File: src/rtl/tsen_poll_ctrl.sv
// tsen_poll_ctrl: autonomous crossbar host that polls the temperature
// sensor data register, keeps the last reading and flags over-temperature.
//
// Ports:
//   clk_i, rst_i    clock, synchronous active-high reset
//   en_i            polling enable (level)
//   clr_i           one-cycle pulse, clears err_o / timeout_o
//   period_i        idle cycles between a response and the next request
//   thresh_hi_i     unsigned alarm threshold
//   tl_o / tl_i     TL-UL host side (A channel + d_ready / D channel + a_ready)
//   temp_o          last good 16-bit sample
//   temp_valid_o    one-cycle pulse when temp_o updates
//   alarm_o         temp_o >= thresh_hi_i, updated per good sample
//   err_o           sticky, a response carried d_error
//   timeout_o       sticky, a response took TIMEOUT cycles or more
//   busy_o          poll engine not idle

package tlul_pkg;

   localparam logic [2:0] GET = 3'h4;

   typedef struct packed {
      logic        a_valid;
      logic [2:0]  a_opcode;
      logic [2:0]  a_param;
      logic [1:0]  a_size;
      logic [7:0]  a_source;
      logic [31:0] a_address;
      logic [3:0]  a_mask;
      logic [31:0] a_data;
      logic        d_ready;
   } tl_h2d_t;

   typedef struct packed {
      logic        d_valid;
      logic [2:0]  d_opcode;
      logic [2:0]  d_param;
      logic [1:0]  d_size;
      logic [7:0]  d_source;
      logic        d_sink;
      logic [31:0] d_data;
      logic        d_error;
      logic        a_ready;
   } tl_d2h_t;

   localparam tl_h2d_t TL_H2D_DEFAULT = '0;

endpackage

package xbar_pkg;

   localparam logic [31:0] ADDR_SPACE_TSEN1 = 32'h4011_0000;

endpackage

module tsen_poll_ctrl
   import tlul_pkg::*;
#(
   parameter logic [31:0] TSEN_ADDR = xbar_pkg::ADDR_SPACE_TSEN1,
   parameter int unsigned PERIOD_W  = 16,
   parameter int unsigned TIMEOUT   = 255
) (
   input  logic                clk_i,
   input  logic                rst_i,
   input  logic                en_i,
   input  logic                clr_i,
   input  logic [PERIOD_W-1:0] period_i,
   input  logic [15:0]         thresh_hi_i,
   output tl_h2d_t             tl_o,
   input  tl_d2h_t             tl_i,
   output logic [15:0]         temp_o,
   output logic                temp_valid_o,
   output logic                alarm_o,
   output logic                err_o,
   output logic                timeout_o,
   output logic                busy_o
);

   localparam int unsigned TO_W = $clog2(TIMEOUT + 1);

   typedef enum logic [1:0] {
      IDLE,
      REQ,
      RESP,
      WAIT
   } state_e;

   state_e state_q;
   state_e state_d;

   logic [TO_W-1:0]     to_cnt_q;
   logic [PERIOD_W-1:0] per_cnt_q;

   logic a_hs;
   logic d_hs;
   logic d_good;
   logic d_bad;
   logic to_hit;
   logic [15:0] d_temp;

   // State register
   always_ff @(posedge clk_i) begin
      if (rst_i) begin
         state_q <= IDLE;
      end else begin
         state_q <= state_d;
      end
   end

   // Next state and TL-UL outputs. A-channel fields are constants while
   // in REQ, so they cannot move before the handshake.
   always_comb begin
      state_d = state_q;
      tl_o    = TL_H2D_DEFAULT;
      unique case (state_q)
         IDLE: begin
            if (en_i) begin
               state_d = REQ;
            end
         end
         REQ: begin
            tl_o.a_valid   = 1'b1;
            tl_o.a_opcode  = GET;
            tl_o.a_size    = 2'd2;
            tl_o.a_mask    = 4'hf;
            tl_o.a_address = TSEN_ADDR;
            if (tl_i.a_ready) begin
               state_d = RESP;
            end
         end
         RESP: begin
            tl_o.d_ready = 1'b1;
            if (tl_i.d_valid) begin
               state_d = en_i ? WAIT : IDLE;
            end
         end
         WAIT: begin
            if (!en_i) begin
               state_d = IDLE;
            end else if (per_cnt_q == '0) begin
               state_d = REQ;
            end
         end
         default: begin
            state_d = IDLE;
         end
      endcase
   end

   assign a_hs   = tl_o.a_valid & tl_i.a_ready;
   assign d_hs   = tl_o.d_ready & tl_i.d_valid;
   assign d_good = d_hs & ~tl_i.d_error;
   assign d_bad  = d_hs & tl_i.d_error;
   assign d_temp = tl_i.d_data[15:0];

   // Fires in the RESP cycle that completes TIMEOUT cycles of waiting;
   // the counter saturates so this can only happen once per transaction.
   assign to_hit = (state_q == RESP) &&
                   (to_cnt_q == TO_W'(TIMEOUT - 1));

   // Response timeout counter, restarted on every A handshake
   always_ff @(posedge clk_i) begin
      if (rst_i) begin
         to_cnt_q <= '0;
      end else if (a_hs) begin
         to_cnt_q <= '0;
      end else if (state_q == RESP &&
                   to_cnt_q != TO_W'(TIMEOUT)) begin
         to_cnt_q <= to_cnt_q + TO_W'(1);
      end
   end

   // Inter-sample period: period_i is captured once, on the response
   // that enters WAIT, so later changes only affect the next period.
   always_ff @(posedge clk_i) begin
      if (rst_i) begin
         per_cnt_q <= '0;
      end else if (d_hs) begin
         per_cnt_q <= period_i;
      end else if (state_q == WAIT && per_cnt_q != '0) begin
         per_cnt_q <= per_cnt_q - PERIOD_W'(1);
      end
   end

   // Sample capture and alarm compare
   always_ff @(posedge clk_i) begin
      if (rst_i) begin
         temp_o       <= '0;
         temp_valid_o <= 1'b0;
         alarm_o      <= 1'b0;
      end else begin
         temp_valid_o <= d_good;
         if (d_good) begin
            temp_o  <= d_temp;
            alarm_o <= (d_temp >= thresh_hi_i);
         end
      end
   end

   // Sticky flags; a set event beats a coincident clear
   always_ff @(posedge clk_i) begin
      if (rst_i) begin
         err_o     <= 1'b0;
         timeout_o <= 1'b0;
      end else begin
         if (d_bad) begin
            err_o <= 1'b1;
         end else if (clr_i) begin
            err_o <= 1'b0;
         end
         if (to_hit) begin
            timeout_o <= 1'b1;
         end else if (clr_i) begin
            timeout_o <= 1'b0;
         end
      end
   end

   assign busy_o = (state_q != IDLE);

   // Response metadata and the upper data half carry nothing we use
   logic unused_tl;
   assign unused_tl = ^{tl_i.d_opcode, tl_i.d_param, tl_i.d_size,
                        tl_i.d_source, tl_i.d_sink,
                        tl_i.d_data[31:16]};

endmodule

File: config.mk
export PLATFORM = sky130hd
export DESIGN_NAME = tsen_poll_ctrl
export DESIGN_NICKNAME = d
export VERILOG_FILES = /design/src/rtl/tsen_poll_ctrl.sv
export SDC_FILE = /design/constraint.sdc
export NUM_CORES = 1
export LEC_CHECK = 0
export ABC_CLOCK_PERIOD_IN_PS = 5400
export BUFFER_PORTS_ARGS = -buffer_cell sky130_fd_sc_hd__buf_4
export CORE_ASPECT_RATIO = 0.7
export CORE_MARGIN = 1.5
export CORE_UTILIZATION = 47
export DETAILED_ROUTE_END_ITERATION = 12
export PLACE_DENSITY = 0.86
export SYNTH_ARGS = -nofsm -noshare
export SYNTH_HDL_FRONTEND = slang
export SYNTH_SLANG_ARGS = --single-unit
File: constraint.sdc
create_clock -name clk_i -period 5.4 [get_ports clk_i]
set_clock_uncertainty 0.05 [all_clocks]
set_input_delay 1.62 -clock clk_i [delete_from_list [all_inputs] [get_ports clk_i]]
set_output_delay 1.62 -clock clk_i [all_outputs]
set_load 0.1 [all_outputs]
==> results.py, run 1 <==
metrics = {
    "status": {
        "status": "finished clean",
    },
    "routing": {
        "drt_iter0_drc": 119,
        "via_per_inst": 4.69,
        "routed_wirelength_um": 6800,
        "route.detailed.drc": 0,
        "first_pass_iters": 4,
        "wl_per_cell_um": 12.1,
        "via_count": 2642,
        "antenna_left": 0,
    },
    "yosys": {
        "syn_avg_cell_area_um2": 7.95,
        "synth-edff-count": 0,
        "synthFlopType": "dfxtp_1",
        "syn_inst": 401,
        "yosysMostFrequentCell": "buf_4",
        "yosysWarnings": 0,
        "yosys.area.top_type": "dfxtp_1",
        "synth_common_cells": "84 x buf_4, 46 x dfxtp_1, 45 x nand2_1",
        "synth_seq_area_share_pct": 28.9,
        "synth_top_area_share_pct": 28.9,
        "syn_area_mm2": 0.00319,
        "async_flop_share_pct": 0,
        "synth_seq_cells": 46,
        "synth.area.top_cells": "dfxtp_1 29%, buf_4 20%, ha_1 7.8%",
        "yosys.cell_types.count": 53,
    },
    "clock_tree": {
        "cts_hold_buf": 0,
        "cts_buffers": 5,
        "cts_buffer_depth": 2,
        "tritoncts": "yes",
        "clock_latency_ps": 290,
        "cts_resized": 0,
        "cts_root_buffer": "clkbuf_8",
        "clkTransAtPathRegs_ps": 90,
        "post_cts_buffers": 0,
        "htreeDepth": 2,
        "cts_sinks": 46,
    },
    "finish": {
        "fin_nets": 579,
        "layout-drive-gt1-share_pct": 22.5,
        "multi_input_area_mm2": 0.00178,
        "fin_area_mm2": 0.00364,
        "fillers": 613,
        "seq_area_um2": 921,
        "antennaDiodeCount": 0,
        "areaGrowthSynthToFinish_pct": 14.1,
    },
    "pwr": {
        "power.leakage_uw": 0.00168,
        "powerDensity_mw_per_mm2": 291,
        "ir_drop_mv": 0.156,
    },
    "floorplanning": {
        "die_w_um": 101,
        "start_util_pct": 49.9,
        "die-area_mm2": 0.00730,
        "coreArea_mm2": 0.00640,
        "die_h_um": 71.9,
        "rows": 24,
        "pin_count": 195,
    },
    "sta": {
        "worstMarginPinSlew_ps": 1140,
        "finalCriticalPeriod_ps": 3480,
        "finalCritPeriodShare_pct": 64.5,
        "rsz0062_at_grt": "no",
        "hold_viol_final": 0,
        "fmax_ghz": 0.287,
        "slew_viol_final": 0,
        "maxSlewHeadroom_pct": 23.4,
        "finalSetupTns_ps": 0,
        "setup_viol": 0,
    },
    "setup_path": {
        "path_max_fanout": 11,
        "required_ps": 3730,
        "crit_path_end_kind": "output pin",
        "crit_path_start_kind": "flop",
        "critPathArrivalTime_ps": 1810,
        "path_class": "flop to output pin",
    },
    "placed_design": {
        "placed_cell_area_mm2": 0.00354,
        "hpwlAfterDp_um": 5230,
        "place.gp.congestion": 0.829,
        "portBuffers": 86,
    },
    "flow_run": {
        "drv_cap": 0,
    },
    "global_route": {
        "track_usage_pct": 18.1,
        "gr-total-overflow": 0,
        "antenna_found_initial": 0,
        "grt_first_pass_wirelength_um": 10600,
        "globalRouteMet2Util_pct": 29.7,
        "met3_usage_pct": 4.34,
        "busiest_layer": "met2",
        "grt_pass1_vias": 2407,
        "grt_util_met1_pct": 24.2,
        "grt_max_degree": 40,
    },
    "hold_path": {
        "hold_class": "flop to flop",
    },
}
-- sequential cells by signal, indices dropped and copies added, names as in the netlist --
register,count
temp_valid_o,1
to_cnt_q,8
err_o,1
temp_o,16
per_cnt_q,16
state_q,2
alarm_o,1
timeout_o,1
-- area by class of cell --
class                      count  area share (%)
timing repair buffer          86            17.7
clock inverter                 2           0.344
multi-input combinational    310            48.9
inverter                      22            2.27
clock buffer                   6            2.27
sequential                    46            25.3
tap                           91            3.13
-- layout by cell type, fill, tap and decap left out, drive strengths merged, types with 9 or more instances in the layout --
cell type  Yosys  final
a211oi        13     13
conb           1     75
dfxtp         46     46
a21oi         28     28
nor2          33     33
ha            20     20
nand3         10     10
nand2         45     45
nor3          12     12
inv           22     22
xnor2          9      9
buf           87     86
-- path summary, 6_finish.rpt --
check / startpoint / endpoint / slack, ps / cells past startpoint
max: state_q[0]$_SDFFE_PP0P_ / tl_o[78] / 1920 / 2
min: temp_o[11]$_SDFFE_PP0P_ / temp_o[11]$_SDFFE_PP0P_ / 410 / 2
max reg2reg: state_q[1]$_SDFFE_PP0P_ / alarm_o$_SDFFE_PP0P_ / 2460 / 5
min reg2reg: temp_o[11]$_SDFFE_PP0P_ / temp_o[11]$_SDFFE_PP0P_ / 410 / 2
-- through the flow --
step	util [%]	hold WS (ps)	power (µW)	cells	setup WS (ps)
detailed placement	55.4	397	844	555	1700
global route	56.9	428	1110	563	1750
CTS	56.9	409	1060	563	1910
global placement	55.4	395	838	555	1740
finish	56.9	413	1060	563	1920
floorplan	-	404	825	475	1060
-- critical path, cell delays in order, from the launching register on --
cell	delay [ps]
dfxtp_1	550
nor2b_1	570
buf_4	400
-- report_power, final --
| part | internal, µW | switching [µW] |
|---|---|---|
| registers | 349 | 13.9 |
| clock network | 103 | 117 |
| logic | 89.3 | 388 |
| total | 541 | 518 |
-- routing by layer --
| layer | vias up | part of all wire (%) |
|---|---|---|
| met1 | 1183 | 46 |
| met5 | - | 0 |
| li1 | 1347 | - |
| met4 | 0 | 0.90 |
| met3 | 10 | 6.7 |
| met2 | 102 | 46 |
-- cell families after synthesis --
family,Yosys count,synth area share [%]
AOI/OAI and AO/OA,64,12.9
other,1,0.118
xor gates and xnor gates,14,3.84
adders and majority gates,20,7.85
DFF,46,28.9
buffers and inverters,119,24.0
and+or+nand+nor,137,22.4
No activity file was read; power rests on OpenSTA's default activity.
==> run 2: changes to the inputs <==
Settings changed: ABC_CLOCK_PERIOD_IN_PS 5400 to 3100, CORE_UTILIZATION 47 to 40, PLACE_DENSITY 0.86 to 0.78.
Clock period 5.4 ns to 3.1 ns, I/O delays scaled along.
==> run 2 against run 1 <==
Die area up 17%. Worst setup slack worse by 1400 ps. Global-route usage down 2.1 points. Register-to-register slack worse by 1600 ps. Sequential share of layout area down 0.65 points. Final cell count up 2.3%. Clock power rose to 2.5 times the previous value. Utilization down 9.0 points. Critical path type unchanged. Critical endpoint is now tl_o[35]. Largest cell class unchanged. Highest routed layer unchanged.
==> results.py, run 2 (same netlist as run 1, synthesis figures left out) <==
metrics = {
    "status": {
        "status": "finished clean",
    },
    "finish": {
        "fillers": 793,
        "final_common_cell": "buf_4",
        "fin_nets": 582,
        "antennaDiodeCount": 0,
        "largestRegisters": "per_cnt_q (16), temp_o (16), to_cnt_q (8)",
        "multi_input_area_mm2": 0.00179,
        "final_cell_mix": "89 x buf_4, 75 x conb_1, 46 x dfxtp_1",
        "post-route-util_pct": 47.9,
        "seq_area_um2": 921,
        "areaGrowthSynthToFinish_pct": 17.1,
        "layout-drive-gt1-share_pct": 23.4,
    },
    "clock_tree": {
        "tritoncts": "yes",
        "htreeDepth": 2,
        "cts_buffer_depth": 2,
        "cts_buffers": 5,
        "clkTransAtPathRegs_ps": 70,
        "cts_sinks": 46,
        "clock_latency_ps": 290,
        "cts_resized": 0,
        "cts_hold_buf": 0,
        "cts_root_buffer": "clkbuf_16",
        "post_cts_buffers": 0,
    },
    "global_route": {
        "grt_pass1_vias": 2428,
        "antenna_found_initial": 0,
        "track_usage_pct": 16.0,
        "grt_first_pass_wirelength_um": 11000,
        "gr-total-overflow": 0,
        "grt_max_degree": 40,
    },
    "pwr": {
        "switching_share_pct": 46.3,
        "power.share.clock_pct": 27.5,
        "intPower_uw": 1080,
        "combPwrFrac_pct": 41.2,
        "ir_drop_mv": 0.240,
        "powerDensity_mw_per_mm2": 541,
        "power_frac_seq_pct": 31.3,
        "power.leakage_uw": 0.00172,
        "netSwitchingPower_uw": 934,
    },
    "routing": {
        "route.detailed.drc": 0,
        "first_pass_iters": 5,
        "routed_wirelength_um": 6920,
        "drt_iter0_drc": 126,
        "antenna_left": 0,
        "via_count": 2658,
        "wl_per_cell_um": 12.0,
        "via_per_inst": 4.61,
    },
    "floorplanning": {
        "rows": 27,
        "die-area_mm2": 0.00853,
        "start_util_pct": 40.9,
        "die_h_um": 77.7,
        "coreArea_mm2": 0.00780,
        "die_w_um": 110,
        "pin_count": 195,
    },
    "sta": {
        "worstMarginPinSlew_ps": 477,
        "whs_ps": 405,
        "finalSetupTns_ps": 0,
        "rsz0062_at_grt": "no",
        "slew_viol_final": 0,
        "setup_viol": 0,
        "fmax_ghz": 0.386,
        "finalCritPeriodShare_pct": 83.7,
        "hold_viol_final": 0,
        "finalCriticalPeriod_ps": 2590,
        "maxSlewHeadroom_pct": 67.4,
    },
    "setup_path": {
        "cp_num_buf_inv": 1,
        "critPathArrivalTime_ps": 1610,
        "path_max_fanout": 11,
        "critPathTopFamily": "flip-flops",
        "slowest_stage": "dfxtp_1",
        "path_class": "flop to output pin",
        "crit_path_end_kind": "output pin",
        "crit_path_start_kind": "flop",
        "required_ps": 2120,
        "path_cells": "nor2b_2 > buf_4",
        "critPathMaxStageDelay_ps": 530,
    },
    "flow_run": {
        "drv_cap": 0,
    },
    "placed_design": {
        "hpwlAfterDp_um": 5250,
        "place.gp.congestion": 0.848,
        "portBuffers": 86,
    },
    "hold_path": {
        "hold_class": "flop to flop",
    },
}
-- run 2: final cells by class --
class | count | area share (%)
inverters | 22 | 2.21
flip-flops and latches | 46 | 24.7
well taps | 101 | 3.38
clock buffers | 6 | 3.72
repair buffers | 89 | 17.9
multi-input cells | 310 | 47.8
clock inverters | 2 | 0.335
-- run 2: power groups by stage --
stage	sequential [µW]	clock, µW	combinational [µW]
floorplan	656	0	781
detailed placement	645	0	828
CTS	631	571	829
finish	632	555	832
global route	635	593	869
global placement	644	0	820
-- run 2: per-stage QoR --
step / instances / power [µW] / worst slack, ps / area (µm²)
after floorplan: 475 / 1440 / 158 / 3470
after global placement: 568 / 1460 / 757 / 3580
after detailed placement: 568 / 1470 / 594 / 3580
after CTS: 576 / 2030 / 500 / 3730
after global routing: 576 / 2100 / 430 / 3730
final: 576 / 2020 / 507 / 3730
-- run 2: worst min-delay path, stage by stage (launching register included) --
cell	delay, ps
dfxtp_1	310
nand2_1	50
a21oi_1	50
-- run 2: metal layers --
metal / GRT usage [%] / wire length [µm]
met4: 3.25 / 36
met1: 21.8 / 3390
met3: 3.70 / 382
met5: 0 / 0
met2: 25.7 / 3110
-- run 2: final timing paths --
path	slack (ps)	endpoint	cells past startpoint	startpoint
worst max-delay path	510	tl_o[35]	2	state_q[0]$_SDFFE_PP0P_
worst min-delay path	410	temp_o[2]$_SDFFE_PP0P_	2	temp_o[2]$_SDFFE_PP0P_
worst max register to register	880	per_cnt_q[3]$_SDFFE_PP0P_	7	per_cnt_q[0]$_SDFFE_PP0P_
worst min register to register	410	temp_o[2]$_SDFFE_PP0P_	2	temp_o[2]$_SDFFE_PP0P_
